<file path="config.mk">
export PLATFORM = sky130hd
export DESIGN_NAME = rr_mux_arbiter
export DESIGN_NICKNAME = d
export VERILOG_FILES = /design/src/rtl/rr_mux_arbiter.sv
export SDC_FILE = /design/constraint.sdc
export NUM_CORES = 1
export LEC_CHECK = 0
export CORE_UTILIZATION = 45
export CTS_CLUSTER_DIAMETER = 60
export DETAILED_ROUTE_END_ITERATION = 6
export PLACE_DENSITY = 0.88
export RECOVER_POWER = 100
export SLEW_MARGIN = 20
export SYNTH_ARGS = -nofsm -noshare
export SYNTH_HDL_FRONTEND = slang
export SYNTH_SLANG_ARGS = --single-unit
export TNS_END_PERCENT = 100
</file>
<file path="constraint.sdc">
create_clock -name clk -period 1.91 [get_ports clk]
set_input_delay 0.382 -clock clk [delete_from_list [all_inputs] [get_ports clk]]
set_output_delay 0.382 -clock clk [all_outputs]
set_load 0.005 [all_outputs]
</file>
<file path="src/rtl/rr_mux_arbiter.sv">
// Round-robin arbiter for two valid/ready requesters feeding a 2:1 mux.
// The mux output is captured into a one-deep registered stream, and accepted beats are counted per channel.
module rr_mux_arbiter #(
    parameter int unsigned WIDTH = 8,
    parameter int unsigned CNT_W = 8
) (
    input  logic             clk,
    input  logic             rst,
    input  logic             a_valid,
    output logic             a_ready,
    input  logic             b_valid,
    output logic             b_ready,
    output logic             sel,
    input  logic [WIDTH-1:0] mux_y,
    output logic [WIDTH-1:0] y_data,
    output logic             y_src,
    output logic             y_valid,
    input  logic             y_ready,
    output logic [CNT_W-1:0] a_count,
    output logic [CNT_W-1:0] b_count
);

    typedef enum logic {
        EMPTY = 1'b0,
        FULL  = 1'b1
    } state_t;

    localparam logic [CNT_W-1:0] CNT_MAX = '1;

    state_t state_q;
    state_t state_d;
    logic   last_grant_q;
    logic   grant;
    logic   slot_free;
    logic   fire;

    // Output stage state register and grant history
    always_ff @(posedge clk) begin
        if (rst) begin
            state_q      <= EMPTY;
            last_grant_q <= 1'b1;
        end else begin
            state_q <= state_d;
            if (fire) begin
                last_grant_q <= grant;
            end
        end
    end

    // Grant, handshake and next-state decode
    always_comb begin
        grant     = last_grant_q;
        slot_free = 1'b0;
        fire      = 1'b0;
        state_d   = state_q;
        a_ready   = 1'b0;
        b_ready   = 1'b0;

        unique case ({a_valid, b_valid})
            2'b11:   grant = ~last_grant_q;
            2'b10:   grant = 1'b0;
            2'b01:   grant = 1'b1;
            default: grant = last_grant_q;
        endcase

        slot_free = (state_q == EMPTY) || y_ready;

        // No handshake may complete while reset is being applied
        if (!rst) begin
            a_ready = slot_free && !grant;
            b_ready = slot_free && grant;
        end

        fire = (a_valid && a_ready) || (b_valid && b_ready);

        unique case (state_q)
            EMPTY: begin
                if (fire) begin
                    state_d = FULL;
                end
            end
            FULL: begin
                if (y_ready && !fire) begin
                    state_d = EMPTY;
                end
            end
            default: state_d = EMPTY;
        endcase
    end

    assign sel     = grant;
    assign y_valid = (state_q == FULL);

    // Output beat capture
    always_ff @(posedge clk) begin
        if (rst) begin
            y_data <= '0;
            y_src  <= 1'b0;
        end else if (fire) begin
            y_data <= mux_y;
            y_src  <= grant;
        end
    end

    // Saturating per-channel beat counters
    always_ff @(posedge clk) begin
        if (rst) begin
            a_count <= '0;
            b_count <= '0;
        end else if (fire) begin
            if (!grant && (a_count != CNT_MAX)) begin
                a_count <= a_count + CNT_W'(1);
            end
            if (grant && (b_count != CNT_MAX)) begin
                b_count <= b_count + CNT_W'(1);
            end
        end
    end

endmodule

</file>
==> impl_metrics.ini, run 1 <==
[logic_synthesis]
synth.top_cells.by_count = 27 x dfxtp_1, 25 x nand2_1
yosysSeqAreaShare_pct = 42.06
synth_top_area_share_pct = 42.06
synth_async_sr_flop_share_pct = 0
synth.most_common_cell = dfxtp_1
synthesis.nets = 165
synth_area_leaders = dfxtp_1 42%, nand2_1 7.3%, o211ai_1 4.7%, a21oi_1 3.1%, o21ai_0 3.1%
syn_area_sq_um = 1285
post_synth_num_cell_types = 37
synth_ff_type = dfxtp_1
yosysTopAreaCell = dfxtp_1
yosys_warnings = 0
synth.avg_cell_area_sq_um = 8.567
synth_edf_count = 0
synth-seq-cells = 27
synth_cells = 150

[clocking]
cts_sinks = 27
numCtsBuffers = 3
htreeDepth = 1
clk-insertion-delay-late_ps = 340
clk_pin_slew_ps = 150
root_buffer = clkbuf_4
cts.path.max_buffers = 2
cts_tree = built

[sta]
skew_ps = 4.048
slew_violations = 0
worst_slew_pin_slew_ps = 441.1
max_freq_ghz = 0.5413
rsz0062_at_grt = false
setup_viol = 0
whs_ps = 499.1
relSlewSlack_pct = 70.59
hold_viol = 0
period_share_pct = 96.72
period_minus_slack_ps = 1847

[layout]
final_nets = 222
syn2layout_area_growth_pct = 42.45
n_antenna_cell = 0
fin_util_pct = 66.96
finish.instance_area_sq_um = 1831
final_layout_size_suffix_gt1_share_pct = 11.65

[pwr]
p_per_area_nw_per_um2 = 566.4
cellLeakagePower_nw = 0.7864
power.total_mw = 1.037
vdd_drop_max_mv = 0.5574
comb_power_share_pct = 16.6
pwr-share-clk_pct = 25.4
internal_power_mw = 0.7621
switching_share_pct = 26.50
p_sw_mw = 0.2748
p_seq_share_pct = 58.0

[worst_setup_path]
critPathKind = register to primary output
path_max_fanout = 3
required_ps = 1530
path_cells = or2b_1, o21ai_2, nor2b_2, dlygate4sd2_1
arrival_ps = 1470
worst_setup_path_end_kind = primary output
crit_slowest_cell = dfxtp_1
critical-path-max-stage-delay_ps = 370
start_kind = register

[job]
drv_cap = 0

[place]
portBuffers = 41
hpwlAfterDp_microns = 2552
place.gp.congestion = 0.8563
place_area_sq_um = 1824

[detailed_routing]
routed_wl_microns = 3458
via_per_inst = 5.911
ant_nets = 0
vias = 1401
drc = 0
dr.pass1.iters = 4
drtIter0Drc = 36
post_drt_wl_per_cell_microns = 14.59

[global_routing]
grt_pass1_wl_microns = 5699
antenna_found_initial = 0
overflow = 0
use_met2_pct = 42.17
grtUsageMet3_pct = 3.513
globalRouteTotalUtil_pct = 22.98
grt_busiest_layer = met2
grt_max_degree = 15
met1_usage_pct = 25.34
first_global_vias = 1357

[die]
io_pins = 42
initial_core_util_pct = 47.00
fp.dieArea_sq_um = 3073
placementRows = 19
die_w_microns = 55.44
core_sq_um = 2734
die_h_microns = 55.44

[min_path]
min_path_type = register to register

[run_status]
status = finished clean
## layout by cell type (no fill, tap or decap), types with 4 or more instances in the layout
cell / count
a21oi_1: 8
buf_4: 12
clkbuf_1: 5
clkdlybuf4s50_1: 10
dfxtp_1: 27
dlygate4sd2_1: 5
dlygate4sd3_1: 26
nand2_1: 24
nand3_1: 6
nor2_1: 8
nor2b_1: 4
nor3_1: 7
o211ai_1: 8
o21ai_0: 7
o311ai_0: 4
or3_1: 4
## cell type report
cell class                      instances  area (sq um)
Clock buffer                            4         26.28
Timing Repair Buffer                   58         514.2
Multi-Input combinational cell        115         703.2
Inverter                                2         7.507
Tap cell                               31         38.79
Sequential cell                        27         540.5
Fill cell                             223         903.4
## stage by stage
stage | TNS (ps) | cells | setup slack (ps)
floorplan | 0 | 150 | 173.8
global placement | -2798 | 232 | -372.1
detailed placement | -3510 | 232 | -413.0
CTS | 0 | 237 | 56.22
global route | 0 | 237 | 13.80
finish | 0 | 237 | 62.61
## power groups by stage
stage / Sequential [mW] / Combinational [mW] / Clock, mW
floorplan: 0.613 / 0.0641 / 0
global placement: 0.612 / 0.177 / 0
detailed placement: 0.613 / 0.183 / 0
CTS: 0.603 / 0.187 / 0.256
global route: 0.604 / 0.188 / 0.272
finish: 0.601 / 0.172 / 0.263
## final timing paths
kind,startpoint,to,slack (ps),depth (start not counted)
worst max-delay path,last_grant_q$_SDFFE_PP1P_,b_ready,60,4
worst min-delay path,y_data[0]$_SDFFE_PP0P_,y_data[0]$_SDFFE_PP0P_,500,2
worst max register to register,last_grant_q$_SDFFE_PP1P_,b_count[7]$_SDFFE_PP0P_,70,5
worst min register to register,y_data[0]$_SDFFE_PP0P_,y_data[0]$_SDFFE_PP0P_,500,2
## worst max-delay path: cells and delay by family, from the launching register on
family,cells,cell delay [ps]
AO/OA/AOI/OAI,1,90
AND/OR/NAND/NOR,2,430
flip-flops,1,370
buffers and inverters,1,240
## sequential cells by signal, indices dropped and copies added, names as in the netlist
name          flops
y_src             1
b_count           8
y_data            8
last_grant_q      1
a_count           8
y_valid           1
## timing repair
item | CTS | global route
resized for setup | 10 | 2
setup buffers | 2 | 0
setup endpoints to repair | 4 | 2
hold buffers | 0 | 0
## layer usage
| layer | vias up | routed length, microns |
|---|---|---|
| li1 | 678 | - |
| met4 | 0 | 81 |
| met3 | 9 | 150 |
| met2 | 53 | 1813 |
| met5 | - | 0 |
| met1 | 661 | 1412 |
## logic make-up (layout without fill, tap and decap cells)
family          count (synthesis)  after routing  share of synthesized area (%)
mux                             3              3                          2.629
compound gates                 37             37                          19.67
simple gates                   73             73                          30.77
buf+inv                         8             64                          2.921
fa+ha+maj                       2              2                          1.947
flops                          27             27                          42.06
(Power assumes the default switching activity.)
==> run 2, diff against run 1 <==
Settings changed: REMOVE_ABC_BUFFERS set to 1.
==> run 2 against run 1 <==
Effect of this change:
- utilization up 0.64 points
- sequential cell count unchanged
- total power down 2.6%
- worst setup slack worse by 28 ps
- fmax down 1.5%
- clock skew up 7.4 ps
- final area up 0.96%
- worst hold slack worse by 14 ps
- non-clock buffer count down 1
- sequential power about the same
- first-iteration DRC count down 11%
- clock-buffer cell count unchanged
- critical path type is now input pin to register
- highest routed layer unchanged
==> impl_metrics.ini, run 2 (synthesis results as in run 1) <==
[sta]
whs_ps = 485.0
period_share_pct = 98.17
hold_viol = 0
slew_violations = 0
skew_ps = 11.43
rsz0062_at_grt = false
setup_viol = 0
max_freq_ghz = 0.5333
setup_ws_ps = 34.95
period_minus_slack_ps = 1875
relSlewSlack_pct = 71.25
worst_slew_pin_slew_ps = 428.0

[detailed_routing]
routed_wl_microns = 3199
drtIter0Drc = 32
dr.pass1.iters = 5
drc = 0
via_per_inst = 5.746
ant_nets = 0
vias = 1356
post_drt_wl_per_cell_microns = 13.56

[global_routing]
first_global_vias = 1290
antenna_found_initial = 0
grt_pass1_wl_microns = 5423
globalRouteTotalUtil_pct = 21.49
grt_max_degree = 15
overflow = 0

[die]
core_sq_um = 2734
initial_core_util_pct = 47.00
io_pins = 42
placementRows = 19
die_w_microns = 55.44
fp.dieArea_sq_um = 3073
die_h_microns = 55.44

[job]
drv_cap = 0

[worst_setup_path]
critPathKind = input pin to register
start_kind = input pin
worst_setup_path_end_kind = register
crit_start = y_ready
path_max_fanout = 4
arrival_ps = 2090
required_ps = 2130
r2r_start = y_valid$_SDFF_PP0_

[clocking]
clk_pin_slew_ps = 150
cts_tree = built
root_buffer = clkbuf_4
cts_setup_buffers = 0
clk-insertion-delay-late_ps = 320
numCtsBuffers = 3
cts.path.max_buffers = 2
cts_sinks = 27
htreeDepth = 1

[layout]
fin_util_pct = 67.60
n_antenna_cell = 0
final_nets = 221
final_common_cell = dfxtp_1
syn2layout_area_growth_pct = 43.82
layoutNonFillerInstCount = 236
final_cell_mix = 27 x dfxtp_1, 26 x dlygate4sd3_1, 25 x nand2_1
largestRegisters = a_count (8), b_count (8), y_data (8)
final_layout_size_suffix_gt1_share_pct = 11.22

[pwr]
p_per_area_nw_per_um2 = 546.5
cellLeakagePower_nw = 0.7879
vdd_drop_max_mv = 0.4620

[run_status]
status = finished clean

[place]
portBuffers = 41
hpwlAfterDp_microns = 2328
pre_cts_ws_ps = -388.4
place.gp.congestion = 0.8231
placed_cells = 232

[min_path]
min_path_type = register to register
min_from = y_src$_SDFFE_PP0P_
==> run 2: cell type report <==
class / instances / area, sq um
fill: 208 / 885.9
multi-input combinational: 115 / 719.4
sequential: 27 / 540.5
timing repair buffer: 57 / 515.5
tap: 31 / 38.79
clock buffer: 4 / 26.28
inverter: 2 / 7.507
==> run 2: critical path, cell delays in order <==
cell and delay (ps):
clkdlybuf4s50_1 490, nor2b_1 70, or3_1 480, nor4_4 320, mux2_2 350
==> run 2: power by group <==
part	internal (mW)	total [mW]	switching [mW]
sequential	0.585	0.601	0.0162
clock	0.0817	0.243	0.162
combinational	0.0903	0.165	0.0750
total	0.757	1.01	0.253
==> run 2: final timing paths <==
check                            end  slack [ps]  cells past startpoint
min reg2reg       y_src$_SDFFE_PP0P_         490                      2
max          b_count[5]$_SDFFE_PP0P_          30                      5
min               y_src$_SDFFE_PP0P_         490                      2
max reg2reg  b_count[5]$_SDFFE_PP0P_         130                      4
==> run 2: repair_timing <==
| action | CTS | global route |
|---|---|---|
| hold endpoints to repair | 0 | 0 |
| gates resized for setup | 11 | 2 |
| endpoints found under the setup margin | 4 | 1 |
| hold buffers | 0 | 0 |
==> run 2: layer usage <==
layer  share of wire, %  GRT usage, %
met5                  0             0
met4               0.50         9.286
met3                4.6         3.513
met2                 49         35.80
met1                 46         27.42
==> run 2: metrics by stage <==
stage,power (mW),setup TNS [ps],area (sq um)
after floorplan,0.6673,0,1255
after global placement,0.7863,-2440,1824
after detailed placement,0.7923,-3090,1824
after CTS,1.039,0,1866
after global routing,1.055,0,1848
final,1.010,0,1848
==> run 3, diff against run 2 <==
Settings changed: CAP_MARGIN set to 10, CORE_UTILIZATION 45 to 41, PLACE_DENSITY 0.88 to 0.84, SLEW_MARGIN 20 to 40.
Clock period 1.91 ns to 1.6 ns, I/O delays scaled along.
==> run 3 against run 2 <==
Effect of this change:
- the run now ends with DRC, setup timing left
- sequential share of layout area is 1.2 points lower
- via count up 7.7%
- die area is 9.4% higher
- largest power group unchanged
- critical path type is now register to register
- highest routed layer unchanged
==> impl_metrics.ini, run 3 (synthesis results as in run 1) <==
[sta]
rsz0062_at_grt = true
slew_violations = 0
period_share_pct = 100.9
skew_ps = 3.368
worst_slew_pin_slew_ps = 455.2
relSlewSlack_pct = 69.42
setup_ws_ps = -13.79
finalSetupTns_ps = -18.56
max_freq_ghz = 0.6197
period_minus_slack_ps = 1614
setup_viol = 2
hold_viol = 0

[die]
die_h_microns = 57.99
core_sq_um = 2853
fp.dieArea_sq_um = 3362
io_pins = 42
initial_core_util_pct = 45.04
die_w_microns = 57.99
placementRows = 19

[pwr]
p_per_area_nw_per_um2 = 612.2
vdd_drop_max_mv = 0.5167
power.total_mw = 1.246
cellLeakagePower_nw = 0.8079

[run_status]
status = complete, but fails checks
violations = DRC, setup timing

[clocking]
cts_sinks = 27
cts_tree = built
clk-insertion-delay-late_ps = 320
htreeDepth = 1
root_buffer = clkbuf_4
numCtsBuffers = 3
cts-hold-fix-buffers = 0
clk_pin_slew_ps = 140
cts.path.max_buffers = 2

[layout]
final_cell_mix = 31 x clkdlybuf4s50_1, 27 x buf_4, 24 x nand2_1
n_antenna_cell = 0
largestRegisters = a_count (8), b_count (8), y_data (8)
n_fill_cell = 216
finish.instance_area_sq_um = 2036
final_layout_size_suffix_gt1_share_pct = 31.51
seq_area_sq_um = 571.8
final_common_cell = clkdlybuf4s50_1
multi_input_area_sq_um = 775.7
final_nets = 235
syn2layout_area_growth_pct = 58.42

[detailed_routing]
routed_wl_microns = 3749
vias = 1461
dr.pass1.iters = 6
drtIter0Drc = 44
drc = 1
post_drt_wl_per_cell_microns = 15.00
ant_nets = 0
wl_met1_microns = 1571
top_layer = met4
via_per_inst = 5.844
wl_met3_microns = 213
wl_met2_microns = 1881

[worst_setup_path]
crit_start = last_grant_q$_SDFFE_PP1P_
required_ps = 1860
critical-path-max-stage-delay_ps = 390
ff2ff_path_depth = 5
rrSetupSlack_ps = -10
crit_path_end = b_count[3]$_SDFFE_PP0P_
r2r-end = b_count[3]$_SDFFE_PP0P_
worst_setup_path_end_kind = register
arrival_ps = 1870
path_cells = a21bo_1, or3_4, buf_6, or3_1, a21oi_1
start_kind = register
critPathKind = register to register
r2r_start = last_grant_q$_SDFFE_PP1P_
crit_slowest_cell = or3_4
path_max_fanout = 5

[place]
place.gp.congestion = 0.8916
pre_cts_ws_ps = -647.3
portBuffers = 41
hpwlAfterDp_microns = 2551
place_area_sq_um = 1884

[global_routing]
grt_pass1_wl_microns = 5927
globalRouteTotalUtil_pct = 22.32
antenna_found_initial = 0
first_global_vias = 1378
grt_max_degree = 18
overflow = 0

[min_path]
min_path_type = register to register
hold_depth = 2

[job]
drv_cap = 0
==> run 3: layout make-up <==
class                   instances  area share [%]
clock buffers                   4           1.291
inverters                       2          0.3688
multi-input cells             115           38.11
flip-flops and latches         27           28.09
well taps                      31           1.905
repair buffers                 71           30.24
==> run 3: metrics by stage <==
stage          hold WS, ps  cells  util, %
2_1_floorplan        389.1    144        -
3_3_place_gp         468.4    240    66.05
3_5_place_dp         477.6    240    66.05
4_1_cts              497.7    245    68.33
5_1_grt              526.0    250    71.36
6_report             498.4    250    71.36
==> run 3: worst min path at each step <==
stage | slack, ps | from | endpoint
2_1_floorplan | 390 | rst | a_count[0]$_SDFFE_PP0P_
3_3_place_gp | 470 | y_src$_SDFFE_PP0P_ | y_src$_SDFFE_PP0P_
3_5_place_dp | 480 | y_src$_SDFFE_PP0P_ | y_src$_SDFFE_PP0P_
4_1_cts | 500 | y_src$_SDFFE_PP0P_ | y_src$_SDFFE_PP0P_
5_1_grt | 530 | a_count[4]$_SDFFE_PP0P_ | a_count[4]$_SDFFE_PP0P_
6_report | 500 | y_src$_SDFFE_PP0P_ | y_src$_SDFFE_PP0P_
==> run 3: what timing repair did <==
| item | in CTS | in global routing |
|---|---|---|
| endpoints found under the hold margin | 0 | 0 |
| setup endpoints to repair | 24 | 25 |
| resized for setup | 33 | 27 |
| pin swaps | 5 | 6 |
| buffers inserted | 1 | 5 |
==> run 3: critical path, delay by kind of cell (launching register included) <==
kind            cells  cell delay [ps]
flops               1              360
compound gates      2              320
simple gates        2              730
buf+inv             1              150
==> run 3: routing by layer <==
layer  vias up  GRT usage [%]
met4         0          9.864
met5         -              0
li1        702              -
met1       690          27.54
met2        61          38.75
met3         8          2.902
==> run 3: power breakdown <==
part	internal, mW	total [mW]	switching, mW
Combinational	0.137	0.244	0.107
Sequential	0.693	0.709	0.0164
Clock	0.0977	0.293	0.196
